### config.mk
export PLATFORM = sky130hd
export DESIGN_NAME = packet_sink_mc
export DESIGN_NICKNAME = d
export VERILOG_FILES = /design/src/rtl/noc_pkg.sv /design/src/rtl/sink_channel.sv /design/src/rtl/packet_sink_mc.sv
export SDC_FILE = /design/constraint.sdc
export NUM_CORES = 1
export LEC_CHECK = 0
export BUFFER_PORTS_ARGS = -buffer_cell sky130_fd_sc_hd__buf_2
export CORE_UTILIZATION = 50
export CTS_CLUSTER_DIAMETER = 150
export DETAILED_ROUTE_END_ITERATION = 8
export GPL_TIMING_DRIVEN = 0
export HOLD_SLACK_MARGIN = 0.02
export PLACE_DENSITY_LB_ADDON = 0.25
export SYNTH_ARGS = -nofsm -noshare
export SYNTH_HDL_FRONTEND = slang
export SYNTH_HIERARCHICAL = 1
export SYNTH_SLANG_ARGS = --single-unit
### constraint.sdc
create_clock -name clk -period 4.45 [get_ports clk]
set_clock_uncertainty 0.15 [all_clocks]
set_input_delay 0.2225 -clock clk [delete_from_list [all_inputs] [get_ports clk]]
set_output_delay 0.2225 -clock clk [all_outputs]
set_load 0.03 [all_outputs]
### src/rtl/noc_pkg.sv
// Shared NoC definitions: flit-type encoding, type-field width and sink channel FSM states.
package noc_pkg;

  typedef logic [1:0] flit_type_t;

  // The type field occupies the top FLIT_TYPE_W bits of every flit.
  localparam int unsigned FLIT_TYPE_W = 2;

  localparam flit_type_t FLIT_HEAD   = 2'b10;
  localparam flit_type_t FLIT_BODY   = 2'b00;
  localparam flit_type_t FLIT_TAIL   = 2'b01;
  localparam flit_type_t FLIT_SINGLE = 2'b11;

  typedef enum logic {
    StIdle,
    StInPkt
  } ch_state_e;

  typedef enum logic [1:0] {
    ErrNone,
    ErrOrphan,
    ErrRestart,
    ErrOverflow
  } err_kind_e;

endpackage

### src/rtl/sink_channel.sv
// One sink channel: four-phase receiver plus packet framing FSM.
// Framing checks are enabled by defining PACKET_SINK_CHECK_EN.
module sink_channel
  import noc_pkg::*;
#(
  parameter int unsigned ID        = 0,
  parameter int unsigned CH        = 0,
  parameter int unsigned BUFF_BITS = 3
) (
  input  logic               clk,
  input  logic               reset,
  input  logic               req,
  input  flit_type_t         ftype,
  output logic               ack,
  output logic               done,
  output logic [BUFF_BITS:0] len,
  output logic               accept,
  output logic               fin,
  output logic               err
);

`ifdef PACKET_SINK_CHECK_EN
  localparam bit CheckEn = 1'b1;
`else
  localparam bit CheckEn = 1'b0;
`endif

  localparam logic [BUFF_BITS:0] OneLen = {{BUFF_BITS{1'b0}}, 1'b1};
  localparam logic [BUFF_BITS:0] MaxLen = {1'b1, {BUFF_BITS{1'b0}}};

  ch_state_e          state_q, state_d;
  logic [BUFF_BITS:0] len_q, len_d, len_sat, fin_len, len_out_q;
  logic               ack_q, done_q;
  err_kind_e          kind;

  assign accept  = req & ~ack_q;
  assign len_sat = (len_q == MaxLen) ? MaxLen : len_q + OneLen;

  always_comb begin
    state_d = state_q;
    len_d   = len_q;
    fin     = 1'b0;
    fin_len = '0;
    err     = 1'b0;
    kind    = ErrNone;
    if (accept) begin
      // Head/single always restart framing; in a packet that abandons it.
      if (state_q == StIdle || ftype[1]) begin
        if (state_q == StInPkt) begin
          err  = CheckEn;
          kind = ErrRestart;
        end
        unique case (ftype)
          FLIT_HEAD: begin
            state_d = StInPkt;
            len_d   = OneLen;
          end
          FLIT_SINGLE: begin
            state_d = StIdle;
            len_d   = '0;
            fin     = 1'b1;
            fin_len = OneLen;
          end
          default: begin
            err  = CheckEn;
            kind = ErrOrphan;
          end
        endcase
      end else if (CheckEn && len_q == MaxLen) begin
        err     = 1'b1;
        kind    = ErrOverflow;
        state_d = StIdle;
        len_d   = '0;
      end else if (ftype == FLIT_TAIL) begin
        state_d = StIdle;
        len_d   = '0;
        fin     = 1'b1;
        fin_len = len_sat;
      end else begin
        len_d = len_sat;
      end
    end
  end

  always_ff @(posedge clk or negedge reset) begin
    if (!reset) begin
      state_q   <= StIdle;
      len_q     <= '0;
      ack_q     <= 1'b0;
      done_q    <= 1'b0;
      len_out_q <= '0;
    end else begin
      state_q <= state_d;
      len_q   <= len_d;
      // ack follows req one cycle late: rises after accept, falls after req drops.
      ack_q   <= req;
      done_q  <= fin;
      if (fin) len_out_q <= fin_len;
    end
  end

  assign ack  = ack_q;
  assign done = done_q;
  assign len  = len_out_q;

`ifndef SYNTHESIS
  always @(posedge clk) begin
    if (reset && err) begin
      $display("packet_sink_mc id=%0d ch=%0d framing error: %s", ID, CH, kind.name());
    end
  end
`endif

endmodule

### src/rtl/packet_sink_mc.sv
// Multi-channel packet sink: per-channel receivers plus saturating flit/packet/error counters.
// err_count is live only when PACKET_SINK_CHECK_EN is defined.
module packet_sink_mc
  import noc_pkg::*;
#(
  parameter int unsigned ID        = 0,
  parameter int unsigned NUM_CH    = 4,
  parameter int unsigned SIZE      = 8,
  parameter int unsigned BUFF_BITS = 3,
  parameter int unsigned CNT_BITS  = 16
) (
  input  logic                            clk,
  input  logic                            reset,
  input  logic [NUM_CH-1:0]               ch_req,
  input  logic [NUM_CH*SIZE-1:0]          ch_flit,
  output logic [NUM_CH-1:0]               ch_ack,
  output logic [NUM_CH-1:0]               pkt_done,
  output logic [NUM_CH*(BUFF_BITS+1)-1:0] pkt_len,
  output logic [CNT_BITS-1:0]             flit_count,
  output logic [CNT_BITS-1:0]             pkt_count,
  output logic [CNT_BITS-1:0]             err_count
);

  localparam int unsigned IncW = $clog2(NUM_CH + 1);

  logic [NUM_CH-1:0]   accept, fin, err;
  logic [CNT_BITS-1:0] flit_q, pkt_q, err_q;
  logic                unused_payload;

  // Payload bits are never inspected.
  assign unused_payload = ^ch_flit;

  for (genvar i = 0; i < NUM_CH; i++) begin : g_ch
    sink_channel #(
      .ID       (ID),
      .CH       (i),
      .BUFF_BITS(BUFF_BITS)
    ) u_ch (
      .clk   (clk),
      .reset (reset),
      .req   (ch_req[i]),
      .ftype (ch_flit[i*SIZE+SIZE-FLIT_TYPE_W +: FLIT_TYPE_W]),
      .ack   (ch_ack[i]),
      .done  (pkt_done[i]),
      .len   (pkt_len[i*(BUFF_BITS+1) +: BUFF_BITS+1]),
      .accept(accept[i]),
      .fin   (fin[i]),
      .err   (err[i])
    );
  end

  function automatic logic [IncW-1:0] popcnt(logic [NUM_CH-1:0] v);
    logic [IncW-1:0] r = '0;
    for (int k = 0; k < NUM_CH; k++) r = r + IncW'(v[k]);
    return r;
  endfunction

  function automatic logic [CNT_BITS-1:0] sat_add(logic [CNT_BITS-1:0] c, logic [IncW-1:0] inc);
    logic [CNT_BITS:0] s;
    s = {1'b0, c} + (CNT_BITS+1)'(inc);
    return s[CNT_BITS] ? '1 : s[CNT_BITS-1:0];
  endfunction

  always_ff @(posedge clk or negedge reset) begin
    if (!reset) begin
      flit_q <= '0;
      pkt_q  <= '0;
    end else begin
      flit_q <= sat_add(flit_q, popcnt(accept));
      pkt_q  <= sat_add(pkt_q, popcnt(fin));
    end
  end

`ifdef PACKET_SINK_CHECK_EN
  always_ff @(posedge clk or negedge reset) begin
    if (!reset) err_q <= '0;
    else        err_q <= sat_add(err_q, popcnt(err));
  end
  assign err_count = err_q;
`else
  logic unused_err;
  assign unused_err = ^err;
  assign err_q      = '0;
  assign err_count  = '0;
`endif

  assign flit_count = flit_q;
  assign pkt_count  = pkt_q;

endmodule

==> flow_metrics.tcl <==
set metrics [dict create \
    die_area_sq_um 8313 \
    max_freq_mhz 279.8 \
    grt_pass1_vias 3028 \
    ant_nets 0 \
    final_nets 551 \
    route.detailed.drc 0 \
    path_max_fanout 10 \
    cts_made_buffers 9 \
    path_cells "dlygate4sd3_1, buf_2, nor2_1, nor3b_1, fa_1, inv_1, fa_1, inv_1, fa_1, nand4_1, or4_4, buf_6, nand3_1" \
    total_power_w 0.002235 \
    leakage_nw 2.428 \
    place_ws_ns 1.016 \
    routedWlPerCell_microns 13.80 \
    grt_max_degree 59 \
    crit_family "simple AND/OR/NAND/NOR gates" \
    root_buffer "clkbuf_8" \
    startpoint_type "input port" \
    crit_top_cell "fa_1" \
    hpwlAfterDp_mm 6.011 \
    die_w_microns 91.18 \
    cts_tree "yes" \
    routed_wl_mm 8.336 \
    hold_class "input port to asynchronous set/reset pin" \
    irDropWorstVdd_uv 354.6 \
    met3_length_microns 334 \
    netlist_area_sq_um 3976 \
    grt_setup_unrepaired "no" \
    cts_buffer_depth 2 \
    wl_met2_mm 4.052 \
    powerDensity_nw_per_um2 454.6 \
    area_growth_pct 23.63 \
    grt_overflow 0 \
    wl_met1_mm 3.775 \
    worstSkewPairLatency_ns 0.35 \
    drt-vias-per-instance 5.263 \
    place_congestion 0.8035 \
    fin_crit_sh 0.8031 \
    io_buffers 69 \
    cp-startpoint "ch_flit[23]" \
    antenna_found_initial 0 \
    dr.pass1.iters 4 \
    route.vias.total 3179 \
    gr-usage-all-layers 0.2134 \
    setup_viol 0 \
    clock-sinks 76 \
    die_h_microns 91.18 \
    hold_viol 0 \
    pin_count 110 \
    holdWs_ns 0.1570 \
    cts_post_setup_buffers_inserted 0 \
    diodes 0 \
    arrival_ns 3.70 \
    n_fill_cell 642 \
    synthCells 388 \
    cpMaxStageDelayCell "or4_4" \
    setup_tns_ns 0 \
    initial_utilization 0.5146 \
    setup_slack_ns 0.8762 \
    synth.avg_cell_area_sq_um 10.25 \
    drive_gt1_frac 0.2371 \
    worstPathRequired_ns 4.58 \
    drt_iter0_drc 126 \
    tightest_slew_ns 0.5300 \
    cts_max_level 3 \
    worstReg2RegStart "g_ch[2].u_ch/state_q$_DFFE_PN0P_" \
    utilization 0.6362 \
    clkSlewWorstSetupHoldPaths_ns 0.07 \
    core-area_sq_um 7727 \
    cap_violations 0 \
    path_buf_inv 5 \
    top_layer_used "met4" \
    yosysWarnings 6 \
    rows 32 \
    period_needed_ns 3.574 \
    grt_pass1_wl_mm 14.08 \
    relSlewSlack 0.6459 \
    critPathCaptureType "flip-flop" \
    maxSlewViolCount 0 \
    worst_path_largest_cell_delay_ns 0.59 \
    critPathKind "input port to flip-flop" \
    status "finished clean" \
]
## cell type report
| type | instances | area [sq um] | area share |
|---|---|---|---|
| Inverter | 22 | 82.58 | 0.01680 |
| Multi-Input combinational cell | 287 | 1912 | 0.3889 |
| Timing Repair Buffer | 83 | 505.5 | 0.1028 |
| Tap cell | 102 | 127.6 | 0.02596 |
| Clock buffer | 12 | 155.1 | 0.03156 |
| Clock inverter | 4 | 95.09 | 0.01934 |
| Sequential cell | 76 | 1902 | 0.3869 |
| Buffer | 18 | 136.4 | 0.02774 |
## cells in the final DEF (no fill, tap or decap), drive strengths merged, types with 10 or more instances in the layout
cell         count
xor2            14
dlygate4sd3     13
buf             88
o21ai           52
conb            16
nor2            12
ha              10
nand3           14
nand2           35
nand3b          16
clkbuf          12
dfrtp           76
nand2b          10
a21oi           10
inv             22
## per-layer routing
metal	vias to the layer above	global-route usage
met5	-	0
met4	0	0.08466
met3	16	0.03853
met2	68	0.3510
met1	1539	0.2800
li1	1556	-
## final timing paths
path	cells past startpoint	slack, ns	endpoint
worst max-delay path	13	0.88	pkt_count[13]$_DFF_PN0_
worst min-delay path	2	0.16	g_ch[2].u_ch/ack$_DFF_PN0_
worst max register to register	11	0.99	pkt_count[13]$_DFF_PN0_
worst min register to register	2	0.36	g_ch[1].u_ch/len[1]$_DFFE_PN0P_
max in group asynchronous	3	3.44	flit_count[10]$_DFF_PN0_
min in group clk	2	0.36	g_ch[1].u_ch/len[1]$_DFFE_PN0P_
## power by group
part           internal, W  switching [W]  leakage (nW)
Sequential        0.000798       0.000125         0.979
Clock             0.000403       0.000249         0.127
Combinational     0.000236       0.000424          1.32
## state kept, by name, indices dropped and copies added, names as in the netlist
signal,cells
pkt_count,16
g_ch.u_ch/ack,4
flit_count,16
g_ch.u_ch/len_q,16
g_ch.u_ch/state_q,4
g_ch.u_ch/len,16
g_ch.u_ch/done,4
## stage by stage
step,instances,instance area (sq um)
3_3_place_gp,574,4506
5_1_grt,604,4916
6_report,604,4916
3_5_place_dp,575,4536
2_1_floorplan,403,4033
4_1_cts,604,4916
## timing repair
item | in CTS | in global routing
endpoints found under the hold margin | 88 | 0
resized for setup | 0 | 0
hold buffers | 13 | 0
Note: power is estimated with default switching activity, not from simulation.
